**src/rtl/pc_sequencer.sv**
```systemverilog
// rtl/pc_sequencer.sv - program counter sequencer with trap, return, debug halt and misaligned-target handling
module pc_sequencer #(
    parameter int                  WORDSIZE    = 32,
    parameter logic [WORDSIZE-1:0] PC_INIT_VAL = 32'h0000_0000,
    parameter logic [WORDSIZE-1:0] TRAP_VEC    = 32'h0000_0100
) (
    input  logic                clk,
    input  logic                reset_n,
    input  logic                fetch_ready,
    input  logic                stall,
    input  logic                pc_src,
    input  logic [WORDSIZE-1:0] imm_ext,
    input  logic                jalr,
    input  logic [WORDSIZE-1:0] rs1_val,
    input  logic                trap,
    input  logic                mret,
    input  logic                halt,
    input  logic                resume,
    output logic [WORDSIZE-1:0] PC,
    output logic                pc_valid,
    output logic [WORDSIZE-1:0] epc,
    output logic                redirect,
    output logic                misaligned,
    output logic                halted
);

    typedef enum logic [1:0] {
        BOOT = 2'd0,
        RUN  = 2'd1,
        HALT = 2'd2
    } seqState_t;

    seqState_t           state;
    logic                inTrap;
    logic [WORDSIZE-1:0] seqPc;
    logic [WORDSIZE-1:0] jalrTarget;
    logic [WORDSIZE-1:0] branchTarget;
    logic [WORDSIZE-1:0] jumpTarget;
    logic                jumpReq;
    logic                jumpMisaligned;
    logic                takeMret;

    // Candidate next-PC values; all sums wrap at the word width
    always_comb begin
        seqPc          = PC + WORDSIZE'(4);
        jalrTarget     = (rs1_val + imm_ext) & ~WORDSIZE'(1);
        branchTarget   = PC + imm_ext;
        jumpTarget     = jalr ? jalrTarget : branchTarget;
        jumpReq        = jalr | pc_src;
        jumpMisaligned = jumpReq && (jumpTarget[1:0] != 2'b00);
        takeMret       = mret && inTrap;
    end

    // Sequencer FSM: BOOT holds the init PC one cycle, RUN selects the next PC, HALT freezes
    always_ff @(posedge clk or negedge reset_n) begin
        if (!reset_n) begin
            state      <= BOOT;
            PC         <= PC_INIT_VAL;
            epc        <= '0;
            inTrap     <= 1'b0;
            pc_valid   <= 1'b0;
            redirect   <= 1'b0;
            misaligned <= 1'b0;
            halted     <= 1'b0;
        end else begin
            redirect   <= 1'b0;
            misaligned <= 1'b0;
            case (state)
                BOOT: begin
                    state    <= RUN;
                    PC       <= PC_INIT_VAL;
                    pc_valid <= 1'b1;
                end
                RUN: begin
                    if (halt) begin
                        state    <= HALT;
                        pc_valid <= 1'b0;
                        halted   <= 1'b1;
                    end else if (trap || (!takeMret && jumpMisaligned)) begin
                        if (inTrap) begin
                            // Double fault: freeze PC and epc for the debugger
                            state    <= HALT;
                            pc_valid <= 1'b0;
                            halted   <= 1'b1;
                        end else begin
                            PC         <= TRAP_VEC;
                            epc        <= PC;
                            inTrap     <= 1'b1;
                            redirect   <= 1'b1;
                            misaligned <= !trap;
                        end
                    end else if (takeMret) begin
                        PC       <= epc;
                        inTrap   <= 1'b0;
                        redirect <= 1'b1;
                    end else if (jumpReq) begin
                        PC       <= jumpTarget;
                        redirect <= 1'b1;
                    end else if (fetch_ready && !stall) begin
                        PC <= seqPc;
                    end
                end
                HALT: begin
                    if (resume) begin
                        state    <= RUN;
                        pc_valid <= 1'b1;
                        halted   <= 1'b0;
                        inTrap   <= 1'b0;
                    end
                end
                default: begin
                    state    <= BOOT;
                    pc_valid <= 1'b0;
                    halted   <= 1'b0;
                end
            endcase
        end
    end

endmodule

```
**config.mk**
```make
export PLATFORM = sky130hd
export DESIGN_NAME = pc_sequencer
export DESIGN_NICKNAME = d
export VERILOG_FILES = /design/src/rtl/pc_sequencer.sv
export SDC_FILE = /design/constraint.sdc
export NUM_CORES = 1
export LEC_CHECK = 0
export ABC_AREA = 0
export CORE_UTILIZATION = 31
export CTS_CLUSTER_DIAMETER = 80
export DETAILED_ROUTE_END_ITERATION = 7
export SLEW_MARGIN = 20
export SYNTH_ARGS = -nofsm -noshare
export SYNTH_HDL_FRONTEND = slang
export SYNTH_SLANG_ARGS = --single-unit
```
**constraint.sdc**
```tcl
create_clock -name clk -period 5.2 [get_ports clk]
set_input_delay 1.04 -clock clk [delete_from_list [all_inputs] [get_ports clk]]
set_output_delay 1.04 -clock clk [all_outputs]
set_load 0.02 [all_outputs]
```
==> run_results.csv <==
group,metric,value,unit
critical_path,critical_path.top_delay_family,"compound AO/OA/AOI/OAI gates",
final_layout,area_growth,26.8,%
critical_path,rr_worst_depth,10,
floorplanning,core_area,23800,µm²
floorplanning,io_pins,142,
yosys,synth_area,7610,µm²
placed_design,port_buffers,141,
sta,max_slew_margin,50.0,%
cts,clk_latency,330,ps
outcome,outcome,"finished, final reports clean",
yosys,synthArstFlopShare,100,%
min_path,hold_end,"halted$_DFFE_PN0P_",
job,max_cap_viol_count,0,
drt,wl_met3,1710,µm
power_and_ir_drop,p_int,0.00209,W
drt,ant_nets,0,
placed_design,post-place-cells,1389,
critical_path,crit_top_cell,"nand2_1",
sta,period_minus_slack,4290,ps
final_layout,design_area,9650,µm²
drt,drcViolationCount,0,
critical_path,max_stage_delay,510,ps
cts,numCtsBuffers,9,
critical_path,worstPathArrival,4520,ps
drt,routed_wl,27600,µm
sta,fmax,0.233,GHz
critical_path,r2r_slack,1670,ps
placed_design,place_ws,643,ps
critical_path,crit_buf_inv,1,
placed_design,place_congestion,0.938,
cts,cts-root-buf,"clkbuf_16",
critical_path,critPathCaptureType,"flip-flop",
min_path,hold_path.class,"reg2reg",
drt,viasPerCell,5.69,
power_and_ir_drop,pwr-share-comb,58.4,%
critical_path,cp.required,5430,ps
min_path,hp-start,"halted$_DFFE_PN0P_",
yosys,synthCells,955,
sta,setup_ws,913,ps
global_route,grt_max_degree,44,
floorplanning,die_h,159,µm
floorplanning,dieArea,25200,µm²
drt,met1_length,12500,µm
floorplanning,initial_core_util,32.1,%
drt,dr.pass1.iters,5,
cts,cts_setup_buffers,0,
placed_design,hpwl,22100,µm
yosys,yosysTopAreaCellShare,23.0,%
power_and_ir_drop,vdd_drop_max,0.304,mV
critical_path,cp_max_fo,9,
final_layout,num_antenna_cells,0,
power_and_ir_drop,power_frac_seq,26.8,%
final_layout,fillerInstances,2435,
power_and_ir_drop,power.static_leakage,4.06,nW
sta,clock_skew,6.77,ps
cts,clock_sinks,70,
sta,setup_violations,0,
critical_path,path_cells,"clkdlybuf4s50_1 > ha_1 > fa_1 > o21ai_1 > o211ai_1 > a31oi_2 > nand2_1 > nor2_2 > nand2_1 > a311o_1 > o31ai_1",
power_and_ir_drop,pwr-share-clk,14.8,%
sta,tightest_slew,748,ps
cts,htreeDepth,3,
yosys,avgSynthCellArea,7.97,µm²
power_and_ir_drop,p_sw_share,47.4,%
final_layout,drive_above_1_share,5.35,%
floorplanning,die_w,159,µm
critical_path,crit_type,"in2reg",
final_layout,nets,1219,
drt,vias,7985,
final_layout,instances_no_fill,1404,
sta,slew_violations,0,
min_path,hold_depth,2,
global_route,gr-total-overflow,0,
global_route,track_usage,21.6,%
global_route,antenna_found_initial,0,
drt,top_layer_used,"met4",
sta,rsz0062_at_grt,"false",
cts,cts_resized,0,
yosys,synth_seq_cells,70,
drt,drt_iter0_markers,580,
yosys,synth_ff_type,"dfrtp_1",
yosys,syn_nets,1093,
critical_path,worst_r2r_startpoint,"PC[0]$_DFFE_PN0P_",
sta,fin_tns_setup,0,ps
yosys,synth.area.top_cells,"dfrtp_1 23%, ha_1 10%, a21oi_1 6.2%",
critical_path,crit_path_top_delay_cell,"clkdlybuf4s50_1",
yosys,synth_area_leader_cell,"dfrtp_1",
power_and_ir_drop,p_switching,0.00188,W
sta,fin_crit_sh,82.5,%
yosys,synth_edf_count,0,
final_layout,final_common_cell,"clkdlybuf4s50_1",
critical_path,r2r_end,"PC[29]$_DFFE_PN0P_",
cts,clkTransAtPathRegs,60,ps
cts,hold_buffers,0,
floorplanning,fp-row-count,56,
global_route,grt_pass1_vias,7642,
drt,wl_per_cell,19.7,µm
critical_path,start_kind,"primary input",
global_route,grt_pass1_wl,43000,µm
sta,hold_viol_final,0,
yosys,ys_seq_area_share,23.0,%
yosys,yosys_warnings,0,
drt,route.met2.wl,12600,µm
power_and_ir_drop,p_per_area,411,nW/µm²
cts,tritoncts,"done",
final_layout,final_cell_mix,"139 x clkdlybuf4s50_1, 97 x nand2_1, 95 x a21oi_1",
placed_design,placed_area,9370,µm²
cts,cts.path.max_buffers,2,
yosys,synth.distinct_cells,79,
## stage by stage
step | hold WS [ps] | utilization, % | power, W
floorplan | 499 | - | 0.00240
global placement | 503 | 39.4 | 0.00336
detailed placement | 515 | 39.4 | 0.00337
CTS | 529 | 40.6 | 0.00397
global route | 539 | 40.6 | 0.00423
finish | 517 | 40.6 | 0.00397
## tightest hold or removal path, delay by kind of cell, from the launching register on
family,cells,cell delay [ps]
AO/OA/AOI/OAI,1,70
flip-flops,1,360
AND/OR/NAND/NOR,1,50
## Yosys cell counts, types with 6 or more instances
master / n
nand2_1: 97
a21oi_1: 95
dfrtp_1: 70
ha_1: 62
nor2_1: 59
o21ai_0: 47
xnor2_1: 34
xor2_1: 34
o21ai_1: 32
clkbuf_1: 31
a21o_1: 28
nand3_1: 28
inv_1: 23
o211ai_1: 23
a211oi_1: 19
nand4_1: 18
mux2_1: 16
and3_1: 15
a31oi_1: 12
mux2_2: 12
nand2b_1: 12
nor3_1: 11
o21a_1: 11
and2_1: 10
a22oi_1: 9
mux2i_1: 9
o31ai_1: 9
nor2b_1: 7
nor4_1: 7
o2111ai_1: 6
o21bai_1: 6
or3_1: 6
## power groups by stage
| stage | Clock (W) | Sequential, W | Combinational (W) |
|---|---|---|---|
| 6_report | 0.000587 | 0.00106 | 0.00232 |
| 5_1_grt | 0.000621 | 0.00109 | 0.00252 |
| 4_1_cts | 0.000599 | 0.00106 | 0.00231 |
| 3_5_place_dp | 0 | 0.00107 | 0.00230 |
| 3_3_place_gp | 0 | 0.00107 | 0.00229 |
| 2_1_floorplan | 0 | 0.00114 | 0.00126 |
## kinds of logic after synthesis
group | count (synthesis) | synth area share, %
adders and majority gates | 64 | 10.7
buffers and inverters | 64 | 3.24
xor gates and xnor gates | 68 | 7.82
muxes | 37 | 5.32
DFF | 70 | 23.0
AOI/OAI and AO/OA | 359 | 30.9
and+or+nand+nor | 293 | 19.0
## layout make-up
type                            count  area (µm²)  share of cell area [%]
Sequential cell                    70        1750                    18.1
Multi-Input combinational cell    821        5620                    58.2
Clock inverter                      3        18.8                   0.194
Timing Repair Buffer              156        1510                    15.7
Inverter                           23        86.3                   0.894
Tap cell                          319         399                    4.13
Clock buffer                       12         267                    2.76
## flip-flops by register name (all words and copies together), names as in the netlist
signal / flops
inTrap: 1
halted: 1
misaligned: 1
redirect: 1
PC: 32
state: 2
epc: 32
## metal layers
layer  vias up  global-route usage (%)
li1       3894                       -
met4         0                    7.11
met3        53                    3.29
met1      3754                    29.0
met2       284                    35.2
met5         -                       0
## worst max path at each step
| stage | slack, ps | from | cells after the start | endpoint |
|---|---|---|---|---|
| after CTS | 980 | imm_ext[0] | 11 | PC[29]$_DFFE_PN0P_ |
| after global placement | 810 | imm_ext[0] | 11 | PC[27]$_DFFE_PN0P_ |
| after floorplan | 1730 | imm_ext[0] | 11 | PC[29]$_DFFE_PN0P_ |
| final | 910 | imm_ext[0] | 11 | PC[29]$_DFFE_PN0P_ |
| after detailed placement | 640 | imm_ext[0] | 11 | PC[29]$_DFFE_PN0P_ |
| after global routing | 700 | imm_ext[0] | 11 | PC[27]$_DFFE_PN0P_ |
Note: power is estimated with default switching activity, not from simulation.
